## src/rtl/data_router_pkg.sv

```systemverilog
// Shared constants for the data router command sequencer: router modes,
// FSM state encodings and command field widths.
package data_router_pkg;
  localparam logic [1:0] RR = 2'b00;
  localparam logic [1:0] BR = 2'b01;
  localparam logic [1:0] RP = 2'b10;
  localparam logic [1:0] NE = 2'b11;

  localparam logic [1:0] ST_IDLE  = 2'd0;
  localparam logic [1:0] ST_ISSUE = 2'd1;
  localparam logic [1:0] ST_LAST  = 2'd2;

  localparam int COLW  = 28;
  localparam int ROWW  = 2;
  localparam int BANKW = 2;
endpackage

```

## src/rtl/kernel_pos_cnt.sv

```systemverilog
// Kernel window position counter: kc runs fastest, kr advances on kc wrap.
// last flags the final tap of the KSIZE x KSIZE window.
module kernel_pos_cnt #(
  parameter int KSIZE = 3,
  parameter int KW    = 2
) (
  input  logic          clk,
  input  logic          rst_n,
  input  logic          clr,
  input  logic          adv,
  output logic [KW-1:0] kr,
  output logic [KW-1:0] kc,
  output logic          last
);
  localparam logic [KW-1:0] KMAX = KW'(KSIZE - 1);

  always_ff @(posedge clk or negedge rst_n) begin
    if (!rst_n) begin
      kr <= '0;
      kc <= '0;
    end else if (clr) begin
      kr <= '0;
      kc <= '0;
    end else if (adv) begin
      if (kc == KMAX) begin
        kc <= '0;
        kr <= (kr == KMAX) ? '0 : kr + 1'b1;
      end else begin
        kc <= kc + 1'b1;
      end
    end
  end

  assign last = (kr == KMAX) && (kc == KMAX);
endmodule

```

## src/rtl/data_router_seq.sv

```systemverilog
// Command initiator for the data router: on each staged block it walks one
// KSIZE x KSIZE depthwise window, one handshaked command per kernel tap.
module data_router_seq
  import data_router_pkg::*;
#(
  parameter int POY    = 3,
  parameter int POX    = 16,
  parameter int BUFW   = 32,
  parameter int BUFH   = 3,
  parameter int KSIZE  = 3,
  parameter int STRIDE = 1
) (
  input  logic             clk,
  input  logic             rst_n,
  input  logic             blkend,
  input  logic             pe_ready,
  output logic             cmd_vld,
  output logic [1:0]       rpsel,
  output logic [BANKW-1:0] bank,
  output logic [ROWW-1:0]  row,
  output logic [COLW-1:0]  col,
  output logic             data_vld,
  output logic [7:0]       kpos,
  output logic             busy,
  output logic             pass_done,
  output logic             ovf_err
);
  localparam int KW = (KSIZE > 1) ? $clog2(KSIZE) : 1;
  localparam logic [COLW-1:0] COL_BASE = COLW'((POX - 1) * STRIDE);

  generate
    if ((POX - 1) * STRIDE + KSIZE - 1 >= BUFW) begin : g_bad_bufw
      $error("data_router_seq: kernel window exceeds buffer width");
    end
    if (KSIZE > BUFH) begin : g_bad_bufh
      $error("data_router_seq: KSIZE exceeds buffer rows");
    end
    if (POY > (1 << BANKW)) begin : g_bad_poy
      $error("data_router_seq: POY exceeds addressable banks");
    end
  endgenerate

  logic [1:0]    state;
  logic          pend;
  logic          accept, clr, last;
  logic [KW-1:0] kr, kc;

  assign cmd_vld = (state == ST_ISSUE);
  assign accept  = cmd_vld && pe_ready;
  // A new window always starts from tap 0, whichever path enters ISSUE.
  assign clr = ((state == ST_IDLE) && (blkend || pend)) || ((state == ST_LAST) && pend);

  kernel_pos_cnt #(.KSIZE(KSIZE), .KW(KW)) u_pos (
    .clk   (clk),
    .rst_n (rst_n),
    .clr   (clr),
    .adv   (accept),
    .kr    (kr),
    .kc    (kc),
    .last  (last)
  );

  always_ff @(posedge clk or negedge rst_n) begin
    if (!rst_n) begin
      state   <= ST_IDLE;
      pend    <= 1'b0;
      ovf_err <= 1'b0;
    end else begin
      case (state)
        ST_IDLE: begin
          if (blkend || pend) state <= ST_ISSUE;
          pend <= 1'b0;
        end
        ST_ISSUE: begin
          if (accept && last) state <= ST_LAST;
          if (blkend) begin
            if (pend) ovf_err <= 1'b1;
            pend <= 1'b1;
          end
        end
        ST_LAST: begin
          state <= pend ? ST_ISSUE : ST_IDLE;
          // Pend is consumed here; a blkend landing now becomes the new pend.
          pend  <= blkend;
        end
        default: state <= ST_IDLE;
      endcase
    end
  end

  always_ff @(posedge clk or negedge rst_n) begin
    if (!rst_n) begin
      data_vld <= 1'b0;
      kpos     <= '0;
    end else begin
      data_vld <= accept;
      if (accept) kpos <= 8'(kr) * 8'(KSIZE) + 8'(kc);
    end
  end

  always_comb begin
    rpsel = NE;
    row   = '0;
    col   = '0;
    if (cmd_vld) begin
      row = ROWW'(kr);
      if (kc == '0) begin
        rpsel = RR;
      end else begin
        rpsel = RP;
        col   = COL_BASE + COLW'(kc);
      end
    end
  end

  assign bank      = '0;
  assign busy      = (state != ST_IDLE);
  assign pass_done = (state == ST_LAST);
endmodule
```

## config.mk

```make
export PLATFORM = sky130hd
export DESIGN_NAME = data_router_seq
export DESIGN_NICKNAME = d
export VERILOG_FILES = /design/src/rtl/data_router_pkg.sv /design/src/rtl/kernel_pos_cnt.sv /design/src/rtl/data_router_seq.sv
export SDC_FILE = /design/constraint.sdc
export NUM_CORES = 1
export LEC_CHECK = 0
export ABC_CLOCK_PERIOD_IN_PS = 2800
export BUFFER_PORTS_ARGS = -buffer_cell sky130_fd_sc_hd__clkbuf_2
export CORE_MARGIN = 2
export CORE_UTILIZATION = 48
export CTS_CLUSTER_DIAMETER = 200
export DETAILED_ROUTE_END_ITERATION = 7
export PLACE_DENSITY = 0.83
export RECOVER_POWER = 50
export SYNTH_ARGS = -nofsm -noshare
export SYNTH_HDL_FRONTEND = slang
export SYNTH_SLANG_ARGS = --single-unit
```

## constraint.sdc

```tcl
create_clock -name clk -period 2.8 [get_ports clk]
set_input_delay 0.84 -clock clk [delete_from_list [all_inputs] [get_ports clk]]
set_output_delay 0.84 -clock clk [all_outputs]
set_load 0.05 [all_outputs]
```

* After elaboration in Yosys (flattened, before gate mapping)
Cells that the tools add are included.
** Operators by class
- Add/subtract/negate cells :: 4
- Multiply operators :: 1
- Equal/unequal tests :: 7
- Multiplexer cells :: 18
- Reduce and logical (&&, ||, !) cells :: 17
** Operators with widths (number)
- 2-to-1 mux 2 bit :: 12
- 2-to-1 mux 5 bit :: 2
- == test 2 bit (second input constant) :: 3
- one-hot mux 2 bit (3 select lines) :: 1
- AND reduction 2 bit :: 3
- nonzero test 2 bit :: 3
- adder 4 x 2 -> 5 bit :: 1
- adder 4 x 2 -> 5 bit (first input constant) :: 1
- logical AND 1 bit :: 5
- adder 2 x 1 -> 2 bit (second input constant) :: 2
- zero test 2 bit :: 2
- multiplier 2 x 2 -> 4 bit (second input constant) :: 1
- inequality test 2 x 1 -> 1 bit (second input constant) :: 2
- one-hot mux 1 bit (3 select lines) :: 1
- AND reduction 3 bit :: 1
- nonzero test 3 bit :: 1
- == test 2 x 1 -> 1 bit (second input constant) :: 1
- logical OR 1 bit :: 2
- 2-to-1 mux 1 bit :: 2
- inequality test 2 bit (second input constant) :: 1
** Storage, ports and cells
- Flip-flop bits (word level) :: 17
- Output and inout bits :: 47
- Word-level logic and storage cells :: 54

* Longest topological paths before layout
- Word-level depth :: 5
- Depth in mapped cells :: 7

* Cells and area by module
A second synthesis with hierarchy kept.
** Unflattened totals
- Cells, all modules :: 105
- Area, all modules :: 1026.0 um^2
** Modules (own cells, without submodules)
- data_router_seq :: times used 1, cells an instance 87, area an instance 812.0 um^2, sequential area each 225.2 um^2
- kernel_pos_cnt :: times used 1, cells an instance 18, area an instance 214.0 um^2, sequential area each 100.1 um^2

* Least setup slack after synthesis
Ideal clock, no wire load.
- Kind :: flip-flop to output port
- From :: register state[1]
- To :: output port col[0]
- Arrival time :: 2.649 ns
- Slack :: -0.689 ns
- Cell stages (with the launch flop) :: 6
- Buffers on the path :: 1
- Cells stage by stage :: dfrtp_1 -> inv_1 -> ha_1 -> buf_2 -> inv_1 -> nor3_1
** Between the ends
- Cells in the longest elaborated chain, start to end :: 2
** RTL lines
- start: declaration :: line data_router_seq.sv:43 : logic [1:0] state;
- start signal: assignment :: line data_router_seq.sv:82 : state <= pend ? ST_ISSUE : ST_IDLE;
- == test 2 x 1 -> 1 bit :: line data_router_seq.sv:48 : assign cmd_vld = (state == ST_ISSUE);
- named net cmd_vld :: line data_router_seq.sv:17 : output logic cmd_vld,
- 2-to-1 mux 5 bit :: line data_router_seq.sv:105 : if (cmd_vld) begin
- end: declaration :: line data_router_seq.sv:21 : output logic [COLW-1:0] col,
The timed path passes the listed nets, and every way through them passes these cells.

* Final worst setup path
- From :: register state[1]
- To :: output port col[0]
** Between the ends
- Cells in the longest elaborated chain, start to end :: 2
** RTL lines (line)
- == test 2 x 1 -> 1 bit :: data_router_seq.sv:48
- 2-to-1 mux 5 bit :: data_router_seq.sv:105
Every way passes these cells.

==> impl_metrics.json <==
{
  "status": "completed",
  "timing.fmax_ghz": 0.409,
  "post_cts_buffers": 0,
  "p_per_area_nw_per_um2": 990,
  "wire_per_inst_um": 10.3,
  "max_cap_viol_count": 0,
  "antenna_left": 0,
  "ys.flop_type": "dfrtp_1",
  "synth_top_area_share": 0.319,
  "final_area_um2": 1070,
  "cp.arrival_ps": 1600,
  "drt_iter0_markers": 24,
  "asyncSetResetFlopFracSynth": 1.00,
  "synth.most_common_cell": "buf_4",
  "num_io_pins": 51,
  "die_x_um": 50.1,
  "skew_ps": 8.83,
  "yosys-top-cells-area": "dfrtp_1 32%, buf_4 23%, ha_1 12%",
  "viasPerCell": 4.27,
  "hold_violations": 0,
  "setup_tns_ps": 0,
  "ys.warnings.count": 0,
  "vdd_drop_max_uv": 851,
  "drive_above_1_share": 0.260,
  "numClockSinks": 13,
  "synth_cells": 109,
  "cts.clk_slew.worst_paths_ps": 90,
  "routed_wl_mm": 1.63,
  "num_vias": 675,
  "rsz0062_at_grt": "no",
  "drt-pass1-iter-count": 4,
  "rows": 16,
  "port_buffers": 19,
  "routabilityCongestion": 0.843,
  "slew_viol_final": 0,
  "timing.final.crit_period_ps": 2440,
  "holdBufCountCts": 0,
  "cp-end-kind": "output pin",
  "critPathKind": "reg2out",
  "cts_tree": "yes",
  "p_leak_uw": 0.000597,
  "cts_max_level": 1,
  "netlist_top_cells_count": "31 x buf_4, 13 x dfrtp_1, 11 x inv_1",
  "grt_pass1_vias": 558,
  "nFillCells": 185,
  "power.total_uw": 1060,
  "yosysUniqueCellTypes": 23,
  "grt_pass1_wl_mm": 2.59,
  "diodes": 0,
  "finalCritPeriodShare": 0.873,
  "path_common_cell": "inv_1",
  "cp_max_fo": 5,
  "grt_max_degree": 14,
  "worst_slew_pin_slew_ps": 705,
  "syn_area_um2": 1020,
  "slowest_stage": "dfrtp_1",
  "clkLatencyLatePin_ps": 280,
  "nets": 148,
  "hpwl_mm": 1.33,
  "core_area_um2": 1980,
  "clockRootBuffer": "clkbuf_4",
  "yosysTopAreaCell": "dfrtp_1",
  "slowest_delay_ps": 420,
  "startpoint_type": "register",
  "drc_errors": 0,
  "setup_violations": 0,
  "antenna_found_initial": 0,
  "initial_core_util": 0.514,
  "track_usage": 0.144,
  "cts_resized": 0,
  "required_ps": 1960,
  "synth_edf_count": 0,
  "ys_ff_latch": 13,
  "area_growth_syn_to_layout_pct": 5.28,
  "hp-class": "reg2reg",
  "die_y_um": 50.1,
  "post_dp_cell_area_um2": 1050,
  "cts_buffers": 3,
  "worstPathCellList": "inv_1 -> ha_1 -> inv_1 -> nor3_4 -> clkbuf_2",
  "max_slew_margin": 0.530,
  "ctsLongestPathBuffers": 2,
  "dieArea_um2": 2510,
  "postSynthAreaPerCell_um2": 9.34,
  "overflow": 0,
  "ys_seq_area_frac": 0.319
}
==> through the flow <==
stage	cells	setup WS, ps	util	hold WS (ps)
after global placement	154	732	0.529	455
final	158	357	0.541	480
after global routing	158	216	0.541	499
after detailed placement	154	658	0.529	463
after floorplan	139	-133	-	516
after CTS	158	342	0.543	438
==> layout make-up <==
type / instances / area [µm²] / area share
Timing Repair Buffer: 20 / 101 / 0.0945
Multi-Input combinational cell: 83 / 543 / 0.506
Sequential cell: 13 / 325 / 0.303
Inverter: 11 / 41.3 / 0.0385
Clock inverter: 1 / 5.00 / 0.00467
Clock buffer: 3 / 22.5 / 0.0210
Tap cell: 27 / 33.8 / 0.0315
==> state kept, by name (all words and copies together), names as in the netlist <==
| name | cells |
|---|---|
| kpos | 4 |
| state | 2 |
| u_pos.kc | 2 |
| u_pos.kr | 2 |
| data_vld | 1 |
| ovf_err | 1 |
| pend | 1 |
==> layout by cell type (no fill, tap or decap), types with 2 or more instances in the layout <==
| cell | count |
|---|---|
| ha_1 | 10 |
| nand2_1 | 7 |
| clkbuf_2 | 18 |
| nor2_1 | 6 |
| dfrtp_1 | 13 |
| mux2_2 | 4 |
| a21oi_1 | 3 |
| nor2_2 | 3 |
| nand4b_1 | 2 |
| conb_1 | 31 |
| mux2i_1 | 2 |
| o21ai_0 | 5 |
| inv_1 | 11 |
| fa_1 | 2 |
| clkbuf_4 | 3 |
==> critical path: cells and delay by family, from the launching register on <==
kind	cells	cell delay (ps)
flip-flops	1	420
adder cells (fa/ha/maj)	1	220
AND/OR/NAND/NOR	1	130
buffers and inverters	3	560
==> layer usage <==
metal	vias to the layer above	wire (µm)	track usage
li1	332	-	-
met1	305	690	0.184
met2	33	761	0.215
met3	5	139	0.0424
met4	0	35	0.0833
met5	-	0	0
==> path summary, 6_finish.rpt <==
check,from,depth (start not counted),end,slack [ps]
setup / recovery,state[1],5,col[0],360
max in group asynchronous,rst_n,1,u_pos.kc[1],1780
min in group asynchronous,rst_n,1,kpos[0],570
hold reg to reg,ovf_err,1,ovf_err,480
setup reg to reg,u_pos.kr[1],7,kpos[3],790
hold / removal,ovf_err,1,ovf_err,480
==> kinds of logic (layout without fill, tap and decap cells) <==
family,Yosys count,in the layout,share of synthesized area
compound gates,11,11,0.0663
fa+ha+maj,12,12,0.162
buf+inv,43,35,0.274
flops,13,13,0.319
mux,6,6,0.0639
other cells,1,31,0.00368
simple gates,23,23,0.111
==> power breakdown <==
part | switching (µW) | internal, µW
Sequential | 51.8 | 233
Clock | 65.4 | 53.1
Combinational | 496 | 162
Total | 613 | 448
Power figures use the tool's default switching activity.
